### src/rtl/delay_line_var_pkg.sv
// rtl/delay_line_var_pkg.sv - shared sizing and clamp helpers for the variable delay line
package delay_line_var_pkg;

  function automatic int dly_width(input int max_delay);
    return $clog2(max_delay + 1);
  endfunction

  // Software may request any encodable delay; anything deeper than the line saturates.
  function automatic int clamp_dly(input int dly, input int max_delay);
    return (dly > max_delay) ? max_delay : dly;
  endfunction

endpackage

### src/rtl/delay_stage.sv
// rtl/delay_stage.sv - one data register plus valid tag of the delay line
module delay_stage #(
  parameter int W = 8
) (
  input  logic         clk,
  input  logic         rst_n,
  input  logic         en,
  input  logic         flush,
  input  logic [W-1:0] d,
  input  logic         d_vld,
  output logic [W-1:0] q,
  output logic         q_vld
);

  logic [W-1:0] data_q, data_d;
  logic         vld_q, vld_d;

  // Flush only kills the tag; the data path keeps shifting so it stays aligned.
  always_comb begin
    data_d = en ? d : data_q;
    vld_d  = flush ? 1'b0 : (en ? d_vld : vld_q);
  end

  always_ff @(posedge clk or negedge rst_n) begin
    if (!rst_n) begin
      data_q <= '0;
      vld_q  <= 1'b0;
    end else begin
      data_q <= data_d;
      vld_q  <= vld_d;
    end
  end

  assign q     = data_q;
  assign q_vld = vld_q;

endmodule

### src/rtl/delay_line_var.sv
// rtl/delay_line_var.sv - run-time programmable delay line with valid tagging, stall, flush and occupancy
module delay_line_var
  import delay_line_var_pkg::*;
#(
  parameter int W          = 8,
  parameter int MaxDelay   = 8,
  parameter int ResetDelay = 8,
  localparam int DW        = dly_width(MaxDelay)
) (
  input  logic          CLK,
  input  logic          RST_N,
  input  logic          EN,
  input  logic          FLUSH,
  input  logic          DLY_LD,
  input  logic [DW-1:0] DLY,
  input  logic          IN_VLD,
  input  logic [W-1:0]  IN,
  output logic          OUT_VLD,
  output logic [W-1:0]  OUT,
  output logic [DW-1:0] LEVEL
);

  logic [W-1:0]  stage_data [MaxDelay];
  logic          stage_vld  [MaxDelay];
  logic          flush_all;
  logic [DW-1:0] dly_q, dly_d;
  logic [DW-1:0] level_q, level_d;
  logic [W-1:0]  out_data;
  logic          out_vld;

  // A delay change invalidates everything in flight, same as an explicit flush.
  assign flush_all = FLUSH | DLY_LD;

  for (genvar i = 0; i < MaxDelay; i++) begin : g_stage
    if (i == 0) begin : g_head
      delay_stage #(.W(W)) u_stage (
        .clk   (CLK),
        .rst_n (RST_N),
        .en    (EN),
        .flush (flush_all),
        .d     (IN),
        .d_vld (IN_VLD),
        .q     (stage_data[i]),
        .q_vld (stage_vld[i])
      );
    end else begin : g_body
      delay_stage #(.W(W)) u_stage (
        .clk   (CLK),
        .rst_n (RST_N),
        .en    (EN),
        .flush (flush_all),
        .d     (stage_data[i-1]),
        .d_vld (stage_vld[i-1]),
        .q     (stage_data[i]),
        .q_vld (stage_vld[i])
      );
    end
  end

  always_comb begin
    out_data = '0;
    out_vld  = 1'b0;
    if (dly_q == '0) begin
      out_data = IN;
      out_vld  = IN_VLD & EN;
    end else begin
      for (int i = 0; i < MaxDelay; i++) begin
        if (dly_q == DW'(i + 1)) begin
          out_data = stage_data[i];
          out_vld  = stage_vld[i];
        end
      end
    end
  end

  always_comb begin
    dly_d   = dly_q;
    level_d = level_q;
    if (DLY_LD) begin
      dly_d = DW'(clamp_dly(int'(DLY), MaxDelay));
    end
    // Window gains the incoming tag and loses the one leaving at the tap.
    if (flush_all) begin
      level_d = '0;
    end else if (EN) begin
      level_d = level_q + DW'(IN_VLD) - DW'(out_vld);
    end
  end

  always_ff @(posedge CLK or negedge RST_N) begin
    if (!RST_N) begin
      dly_q   <= DW'(ResetDelay);
      level_q <= '0;
    end else begin
      dly_q   <= dly_d;
      level_q <= level_d;
    end
  end

  assign OUT     = out_data;
  assign OUT_VLD = out_vld;
  assign LEVEL   = level_q;

endmodule

### config.mk
export PLATFORM = sky130hd
export DESIGN_NAME = delay_line_var
export DESIGN_NICKNAME = d
export VERILOG_FILES = /design/src/rtl/delay_line_var_pkg.sv /design/src/rtl/delay_stage.sv /design/src/rtl/delay_line_var.sv
export SDC_FILE = /design/constraint.sdc
export NUM_CORES = 1
export LEC_CHECK = 0
export ABC_AREA = 1
export BUFFER_PORTS_ARGS = -buffer_cell sky130_fd_sc_hd__buf_2
export CAP_MARGIN = 5
export CELL_PAD_IN_SITES_DETAIL_PLACEMENT = 1
export CELL_PAD_IN_SITES_GLOBAL_PLACEMENT = 2
export CORE_UTILIZATION = 36
export CTS_CLUSTER_DIAMETER = 100
export CTS_CLUSTER_SIZE = 8
export DETAILED_ROUTE_END_ITERATION = 8
export PLACE_DENSITY_LB_ADDON = 0.25
export SLEW_MARGIN = 20
export SYNTH_ARGS = -nofsm -noshare
export SYNTH_HDL_FRONTEND = slang
export SYNTH_HIERARCHICAL = 1
export SYNTH_SLANG_ARGS = --single-unit
### constraint.sdc
create_clock -name CLK -period 3 [get_ports CLK]
set_clock_uncertainty 0.2 [all_clocks]
set_input_delay 0.6 -clock CLK [delete_from_list [all_inputs] [get_ports CLK]]
set_output_delay 0.6 -clock CLK [all_outputs]
set_load 0.01 [all_outputs]
==> key figures, run 1 <==
Outcome
  – Outcome: finished, final reports clean

Detailed routing
  – Via count: 3527
  – Via density per instance: 4.86
  – # DRC: 0
  – Post-Route WL: 11.4 mm
  – Initial DRC Count: 166
  – Drt wl/cell: 15.7 um
  – DR pass1 iterations: 4
  – Number of routed nets with antenna violations: 0

Place
  – Placed cell count: 705
  – Gp weighted congestion: around 0.76
  – Post-DP Area: 0.00451 sq mm
  – Port-buffer cells: 30
  – Pre-CTS WS: 0.0919 ns
  – Dpl hpwl: a little under 8 mm

Global routing
  – Vias in the first global route: approximately 3.7k
  – Global Route Usage Sum: 20.0%
  – Antenna violations before repair: 0
  – First-pass GRT wire length: 19.2 mm
  – Global route overflow: 0
  – Largest net degree at the start of global routing: 149

Clock tree
  – Clock transition at path regs: 0.06 ns
  – Skew-Pair Late Insertion Delay: 0.35 ns
  – Clock Sinks: 80
  – H-Tree Depth: 3
  – Root buffer cell: clkbuf_16
  – TritonCTS clock tree: done
  – Num CTS Buffers: 9
  – Max clock buf depth: 2

Floorplanning
  – Die area: between 0.01 and 0.015 sq mm
  – Die extent in y: approximately 110 um
  – CORE AREA: approximately 0.012 sq mm
  – Starting Density: 37.6%
  – Die Span X: 112 um
  – Site Rows: 39
  – # IOs: 31

Synth
  – Yosys warnings: 6
  – Largest family of logic cells by synthesized area: simple AND/OR/NAND/NOR gates
  – Ys flop type: dfrtp_1
  – Synth cell types: 29
  – Cell area after synthesis: about 0.0044 sq mm
  – EDFF count, synth: 0
  – Seq/Total Area, Yosys: 45.9%
  – Synth Area in XOR/XNOR: 0.602%
  – Synthesized flop and latch total: 80
  – Mapped Nets: 566
  – Post-Synth Adder-Cell Area: 1.60%
  – Post-synthesis compound-gate area fraction: 9.57%
  – Mux contribution to synthesized area: 0%
  – Post-synthesis simple-gate area fraction: between 20% and 30%
  – Syn Area/Cell: roughly 8.0 sq um
  – Synth Instances: 543
  – Async SR Flop Fraction: 100%

STA
  – Minimum clock period: 2.88 ns
  – Worst slew margin: a little under three fifths
  – Tightest Pin Transition: 0.648 ns
  – Fmax: 347 MHz
  – Final setup vio count: 0
  – Final WS setup: roughly 0.12 ns
  – Final Hold Viols: 0
  – Tcrit/Tclk final: a little over nine tenths
  – Fin. max-slew vios: 0
  – TNS Setup: 0 ns

Critical path
  – Crit path kind: register to output pin
  – Reg2reg setup slack: roughly 0.15 ns
  – Crit path DAT: 2.08 ns
  – Reg2reg path depth: 11
  – Startpoint Class: register
  – Biggest fanout along the worst timing path: 10
  – CP endpoint kind: output pin
  – Worst r2r src: dly_q[2]$_DFFE_PN0P_
  – Critical Path RT: 2.20 ns
  – R2R Path End: LEVEL[1]$_DFFE_PN0P_

Finish
  – Nets: 601
  – Share of layout cells above drive strength 1: 16.6%
  – Antenna diodes: 0
  – Area grow syn2layout: 11.3%
  – Final instance count without filler cells: 726
  – Fin area: 0.00486 sq mm
  – Filler cells: approximately 1.4k

Power
  – Max VDD drop: 0.349 mV
  – Leak pwr: 2.41 nW
  – Power Density: 603 mW/mm^2

Min path
  – Hold WC Path Type: input pin to async pin

Flow run
  – Max_cap viols: 0
==> layer usage <==
metal  wire length, um  track usage [%]
met5                 0                0
met4               198             8.00
met3               234             3.40
met2              5170             30.6
met1              5780             28.3
==> kinds of logic (layout without fill, tap and decap cells) <==
group	Yosys count	after routing
and+or+nand+nor	251	252
AOI/OAI and AO/OA	76	76
DFF	80	80
adders and majority gates	5	5
buffers and inverters	128	167
xor gates and xnor gates	3	3
==> metrics by stage <==
step                      util, %  hold slack [ns]  total power, W
after floorplan                 -            0.104         0.00163
after global placement       38.8            0.263         0.00178
after detailed placement     38.8            0.270         0.00180
after CTS                    41.4           0.0212         0.00296
after global routing         41.8           0.0329         0.00311
final                        41.8          0.00750         0.00293
==> sequential cells by signal (all words and copies together), names as in the netlist <==
signal and cells:
LEVEL 4, g_stage.g_body.u_stage/q_vld 7, g_stage.g_head.u_stage/q_vld 1, g_stage.g_body.u_stage/q 56, g_stage.g_head.u_stage/q 8, dly_q 4
==> what timing repair did <==
action | CTS | global route
gates resized for setup | 0 | 4
buffers inserted | 0 | 4
hold buffers | 0 | 0
setup endpoints to repair | 0 | 3
==> cells in the final DEF (no fill, tap or decap), types with 2 or more instances in the layout <==
cell type   count
buf_4          15
nand3_1        46
o22ai_1         2
nor2_4          5
o21ai_2         8
a21oi_1         2
clkinvlp_4      2
or2_0           4
inv_1         102
nand3_2         8
ha_1            4
inv_2           2
o21ai_1        16
or2_2           5
nand4_1         9
nor2_1         29
buf_2          28
o211ai_1        2
buf_12          2
o21ai_0        46
dfrtp_1        78
clkbuf_16       9
nand2_1       142
xnor2_1         3
==> Yosys cell counts (5+ instances only) <==
cell	number	area share, %
nand2_1	142	12
nor2_1	29	2.5
inv_1	102	8.8
buf_12	8	3.7
dfrtp_1	79	45
nand4_1	9	1.3
o21ai_2	8	1.6
nand3_1	46	5.3
buf_6	10	2.6
o21ai_1	16	1.8
o21ai_0	46	5.3
nand3_2	8	1.8
or2_2	5	0.72
==> critical path, cell delays in order, from the launching register on <==
cell and delay, ns:
dfrtp_2 0.48, inv_1 0.17, nand3_1 0.22, buf_4 0.25, or2_2 0.27, nand2_1 0.13, nand2_1 0.07, buf_2 0.14
==> worst max path at each step <==
stage	end	slack (ns)	cells after the start	start
floorplan	LEVEL[2]$_DFFE_PN0P_	0.33	15	dly_q[3]$_DFFE_PN1P_
global placement	LEVEL[2]$_DFFE_PN0P_	0.19	15	dly_q[3]$_DFFE_PN1P_
detailed placement	LEVEL[2]$_DFFE_PN0P_	0.09	15	dly_q[3]$_DFFE_PN1P_
CTS	LEVEL[2]$_DFFE_PN0P_	0.08	15	dly_q[3]$_DFFE_PN1P_
global route	LEVEL[1]$_DFFE_PN0P_	-0.02	15	dly_q[0]$_DFFE_PN0P_
finish	OUT[2]	0.12	7	dly_q[2]$_DFFE_PN0P_
==> cell type report <==
cell class | count | area [sq um] | area share, %
Clock inverter | 6 | 67.6 | 1.39
Timing Repair Buffer | 45 | 293 | 6.02
Multi-Input combinational cell | 336 | 1680 | 34.5
Inverter | 106 | 400 | 8.24
Sequential cell | 80 | 2000 | 41.2
Clock buffer | 10 | 239 | 4.92
Tap cell | 143 | 179 | 3.68
==> report_power, final <==
| part | internal (W) | switching, W |
|---|---|---|
| Clock | 0.000670 | 0.000474 |
| Combinational | 0.000173 | 0.000298 |
| Sequential | 0.00120 | 0.000113 |
| Total | 0.00205 | 0.000885 |
No activity file was read; power rests on OpenSTA's default activity.
==> run 2: changes to the inputs <==
Settings changed: CORE_ASPECT_RATIO set to 1.2.
==> run 2 against run 1 <==
Net effect:
- sequential share of layout area fell by 0.059 points
- design area rose by 0.21%
- fmax rose by 0.33%
- critical path depth did not move
- cell count up 1.5%
- sequential power is essentially flat
- non-clock buffer count down 2
- utilization fell by 0.13 points
- register-to-register slack gained 0.04 ns
- highest routed layer unchanged
- first-iteration DRC count down 16%
- combinational power down 3%
==> key figures, run 2 (same netlist as run 1, synthesis figures left out) <==
Clock tree
  – Skew-Pair Late Insertion Delay: about 0.33 ns
  – Hold Buf Count CTS: 0
  – Clock Sinks: 80
  – H-Tree Depth: 3
  – TritonCTS clock tree: done
  – Root buffer cell: clkbuf_16
  – Max clock buf depth: 2
  – Clock transition at path regs: 0.06 ns
  – Num CTS Buffers: 9

STA
  – Unrepaired setup endpoints after global routing: no
  – Tcrit/Tclk final: 95.8%
  – Worst slew margin: 50.3%
  – Worst Hold Slack: 0.0412 ns
  – Minimum clock period: ~2.9 ns
  – Fin. max-slew vios: 0
  – Final Hold Viols: 0
  – Tightest Pin Transition: roughly 0.75 ns
  – Final setup vio count: 0
  – TNS Setup: 0 ns
  – Fmax: roughly 350 MHz

Critical path
  – Biggest fanout along the worst timing path: 10
  – Largest stage delay on the critical path: between 0.5 and 0.6 ns
  – Family with the most delay on the worst path: simple AND/OR/NAND/NOR gates
  – CP endpoint kind: output pin
  – Critical Path RT: ~2.2 ns
  – Crit path DAT: roughly 2.1 ns
  – Worst path bufs/invs: 3
  – CP max stage cell: dfstp_2
  – Critical path, cell by cell: buf_4 -> nand3_1 -> buf_4 -> or2_2 -> nand2_1 -> nand2_1 -> buf_2
  – Startpoint Class: register
  – Crit path kind: register to output pin

Place
  – Gp weighted congestion: between 0.8 and 0.9
  – Placed cell count: 719
  – Dpl hpwl: 8.20 mm
  – Port-buffer cells: 30
  – Post-DP Area: 0.00450 sq mm

Detailed routing
  – Number of routed nets with antenna violations: 0
  – Post-Route WL: 11.4 mm
  – # DRC: 0
  – Initial DRC Count: 140
  – DR pass1 iterations: 4
  – Drt wl/cell: 15.5 um
  – Via count: 3500
  – Via density per instance: 4.75

Floorplanning
  – Starting Density: 37.4%
  – # IOs: 31
  – Die extent in y: 123 um
  – Site Rows: 43
  – Die area: 0.0126 sq mm
  – CORE AREA: 0.0117 sq mm
  – Die Span X: 103 um

Global routing
  – Largest net degree at the start of global routing: 77
  – Antenna violations before repair: 0
  – Global route overflow: 0
  – Global Route Usage Sum: 20.5%
  – Vias in the first global route: 3678
  – First-pass GRT wire length: between 15 and 20 mm

Finish
  – Filler cells: 1450
  – Most common cell after layout, fill and taps aside: nand2_1
  – Final instance count without filler cells: 737
  – Multi-input combinational cell area: 0.00167 sq mm
  – Area grow syn2layout: 11.5%
  – Antenna diodes: 0
  – Share of layout cells above drive strength 1: 16.0%
  – Commonest non-fill, non-tap cells in the layout: nand2_1, inv_1, dfrtp_1, nand3_1, o21ai_0
  – Fin area: around 0.0049 sq mm
  – Max FFs per register: 56
  – Nets: 598
  – Register area: 0.00201 sq mm

Power
  – Power Density: 627 mW/mm^2
  – Max VDD drop: 0.218 mV
  – Total Power: 0.00305 W
  – Leak pwr: around 2.4 nW
  – Psw: 0.000845 W
  – Share of power burned in registers: 43.4%
  – Int Pwr: 0.00221 W
  – Comb power frac: 15.0%
  – Clk pwr share: 41.5%
  – Sw frac: 27.7%

Min path
  – Hold WC Path Type: input pin to async pin

Outcome
  – Outcome: finished, final reports clean

Flow run
  – Max_cap viols: 0
==> run 2: area by class of cell <==
cell class / count / area share, %
Sequential cell: 80 / 41.2
Multi-Input combinational cell: 335 / 34.2
Inverter: 106 / 8.22
Timing Repair Buffer: 43 / 5.19
Clock buffer: 11 / 4.98
Tap cell: 157 / 4.03
Clock inverter: 5 / 2.13
==> run 2: path summary, 6_finish.rpt <==
| path | from | to | slack [ns] | cells after the start |
|---|---|---|---|---|
| worst min-delay path | RST_N | g_stage[6].g_body.u_stage/q[3]$_DFFE_PN0P_ | 0.04 | 1 |
| worst max-delay path | dly_q[3]$_DFFE_PN1P_ | OUT[2] | 0.13 | 7 |
| worst max register to register | dly_q[3]$_DFFE_PN1P_ | LEVEL[2]$_DFFE_PN0P_ | 0.19 | 11 |
| min in group CLK | g_stage[7].g_body.u_stage/q_vld$_DFFE_PN0P_ | g_stage[7].g_body.u_stage/q_vld$_DFFE_PN0P_ | 0.28 | 2 |
| worst min register to register | g_stage[7].g_body.u_stage/q_vld$_DFFE_PN0P_ | g_stage[7].g_body.u_stage/q_vld$_DFFE_PN0P_ | 0.28 | 2 |
| max in group asynchronous | RST_N | dly_q[3]$_DFFE_PN1P_ | 1.80 | 2 |
==> run 2: through the flow <==
stage          setup WS [ns]  util, %
2_1_floorplan          0.330        -
3_3_place_gp           0.195     38.5
3_5_place_dp          0.0887     38.5
4_1_cts               0.0153     41.5
5_1_grt               0.0177     41.7
6_report               0.126     41.7
==> run 2: power groups by stage <==
stage	clock network, W	logic (W)	registers [W]
after floorplan	0	0.000336	0.00130
after global placement	0	0.000438	0.00134
after detailed placement	0	0.000459	0.00134
after CTS	0.00131	0.000463	0.00133
after global routing	0.00135	0.000534	0.00134
final	0.00127	0.000459	0.00132
==> run 2: repair_timing <==
action	CTS	global route
buffers inserted	0	2
setup endpoints to repair	0	7
resized for setup	0	4
==> run 2: layer usage <==
metal / vias up / routed length (um) / GRT usage, %
met5: - / 0 / 0
met4: 0 / 138 / 5.80
met3: 9 / 233 / 4.04
met2: 30 / 5590 / 33.8
met1: 1726 / 5490 / 27.1
li1: 1735 / - / -
==> run 3: changes to the inputs <==
==> constraint.sdc (replaced) <==
create_clock -name CLK -period 3 [get_ports CLK]
set_clock_uncertainty 0.2 [all_clocks]
set_input_delay 0.15 -clock CLK [delete_from_list [all_inputs] [get_ports CLK]]
set_output_delay 0.15 -clock CLK [all_outputs]
set_load 0.01 [all_outputs]
==> run 3 against run 2 <==
Net effect:
- sequential power hardly changed
- via count is 1.1% higher
- first-iteration DRC count up 9.3%
- global-route usage is 0.72 points lower
- highest routed layer unchanged
==> key figures, run 3 (same netlist as run 1, synthesis figures left out) <==
Critical path
  – Crit path kind: register to register
  – CP endpoint kind: register
  – Startpoint Class: register
  – Reg2reg path depth: 11
  – Critical Path RT: 3.05 ns
  – Critical path, cell by cell: buf_4 -> nand3_1 -> or2_2 -> nand2_1 -> nand2_1 -> ha_1 -> inv_1 -> ha_1 -> fa_2 -> nand3_1 -> o21ai_0
  – CP max stage cell: dfstp_2
  – Largest stage delay on the critical path: 0.58 ns
  – Crit path DAT: roughly 2.9 ns
  – Biggest fanout along the worst timing path: 5

Finish
  – Commonest non-fill, non-tap cells in the layout: nand2_1, inv_1, dfrtp_1, nand3_1, o21ai_0
  – Final core occ: 43.1%
  – Share of layout cells above drive strength 1: roughly 15%
  – Nets: between 600 and 700
  – Antenna diodes: 0
  – Most common cell after layout, fill and taps aside: nand2_1
  – Area grow syn2layout: 15.1%
  – Multi-input combinational cell area: 0.00167 sq mm
  – Filler cells: 1453
  – Register area: 0.00200 sq mm
  – Fin area: slightly above 0.005 sq mm
  – Max FFs per register: 56

STA
  – Tightest Pin Transition: 0.752 ns
  – TNS Setup: 0 ns
  – Fmax: between 300 and 400 MHz
  – Final Hold Viols: 0
  – Unrepaired setup endpoints after global routing: no
  – Minimum clock period: 2.83 ns
  – Fin. max-slew vios: 0
  – Final setup vio count: 0
  – Worst slew margin: between 40 and 50%
  – Tcrit/Tclk final: a little over nine tenths

Detailed routing
  – DR pass1 iterations: 4
  – Number of routed nets with antenna violations: 0
  – # DRC: 0
  – Via count: 3539
  – Initial DRC Count: between 150 and 200
  – Drt wl/cell: 14.8 um
  – Via density per instance: 4.68
  – Post-Route WL: 11.2 mm

Clock tree
  – H-Tree Depth: 3
  – Clock Sinks: 80
  – Skew-Pair Late Insertion Delay: roughly 0.33 ns
  – Clock transition at path regs: 0.06 ns
  – Num CTS Buffers: 9
  – Max clock buf depth: 2
  – Root buffer cell: clkbuf_16
  – TritonCTS clock tree: done

Outcome
  – Outcome: finished, final reports clean

Global routing
  – Global route overflow: 0
  – Global Route Usage Sum: 19.8%
  – Antenna violations before repair: 0
  – First-pass GRT wire length: 18.8 mm
  – Vias in the first global route: approximately 3.5k
  – Largest net degree at the start of global routing: 81

Floorplanning
  – Site Rows: 43
  – Die Span X: 103 um
  – CORE AREA: 0.0117 sq mm
  – Die area: 0.0126 sq mm
  – Die extent in y: about 120 um
  – # IOs: 31
  – Starting Density: 37.4%

Flow run
  – Max_cap viols: 0

Power
  – Clk pwr share: 38.3%
  – Share of power burned in registers: 45.4%
  – Max VDD drop: between 0.2 and 0.25 mV
  – Sw frac: 29.4%
  – Total Power: between 0.002 and 0.003 W
  – Comb power frac: 16.3%
  – Power Density: 579 mW/mm^2
  – Psw: 0.000854 W
  – Int Pwr: 0.00206 W
  – Leak pwr: 2.47 nW

Place
  – Dpl hpwl: 7.82 mm
  – Post-DP Area: approximately 0.0045 sq mm
  – Port-buffer cells: 30
  – Gp weighted congestion: roughly 0.81

Min path
  – Hold WC Path Type: input pin to async pin
==> run 3: worst paths after layout <==
kind / endpoint / from / slack, ns
max: LEVEL[1]$_DFFE_PN0P_ / dly_q[3]$_DFFE_PN1P_ / 0.17
min: g_stage[7].g_body.u_stage/q[3]$_DFFE_PN0P_ / RST_N / 0.23
max reg2reg: LEVEL[1]$_DFFE_PN0P_ / dly_q[3]$_DFFE_PN1P_ / 0.17
min reg2reg: g_stage[7].g_body.u_stage/q_vld$_DFFE_PN0P_ / g_stage[7].g_body.u_stage/q_vld$_DFFE_PN0P_ / 0.27
max in group asynchronous: dly_q[1]$_DFFE_PN0P_ / RST_N / 1.81
min in group CLK: g_stage[7].g_body.u_stage/q_vld$_DFFE_PN0P_ / g_stage[7].g_body.u_stage/q_vld$_DFFE_PN0P_ / 0.27
==> run 3: final cells by class <==
class                           count  area share [%]
Clock inverter                      5            1.12
Clock buffer                       11            4.83
Inverter                          106            7.91
Multi-Input combinational cell    335            33.2
Sequential cell                    80            39.9
Tap cell                          157            3.91
Timing Repair Buffer               63            9.13
==> run 3: power groups by stage <==
stage / logic (W) / clock network (W) / registers, W
floorplan: 0.000336 / 0 / 0.00130
global placement: 0.000435 / 0 / 0.00134
detailed placement: 0.000452 / 0 / 0.00134
CTS: 0.000478 / 0.00114 / 0.00133
global route: 0.000549 / 0.00118 / 0.00134
finish: 0.000473 / 0.00111 / 0.00132
==> run 3: critical path, delay by kind of cell, from the launching register on <==
| kind | cells | cell delay, ns |
|---|---|---|
| and+or+nand+nor | 5 | 0.70 |
| AOI/OAI and AO/OA | 1 | 0.10 |
| DFF | 1 | 0.58 |
| adders and majority gates | 3 | 1.00 |
| buffers and inverters | 2 | 0.17 |
==> run 3: repair_timing <==
item | CTS | global route
endpoints found under the hold margin | 96 | 0
setup endpoints to repair | 0 | 2
gates resized for setup | 0 | 3
hold buffers | 21 | 0
setup buffers | 0 | 3
==> run 3: routing by layer <==
| metal | GRT usage [%] | vias up | part of all wire (%) |
|---|---|---|---|
| met1 | 28.0 | 1708 | 47 |
| met3 | 3.25 | 13 | 2.2 |
| li1 | - | 1783 | - |
| met4 | 5.89 | 0 | 1.6 |
| met2 | 30.9 | 35 | 49 |
| met5 | 0 | - | 0 |
==> run 3: metrics by stage <==
stage | std cells | hold slack, ns | setup WS, ns
finish | 757 | 0.229 | 0.170
detailed placement | 717 | 0.181 | 0.105
global placement | 717 | 0.179 | 0.185
global route | 757 | 0.308 | 0.00898
CTS | 754 | 0.268 | 0.0819
floorplan | 543 | -0.346 | 0.330
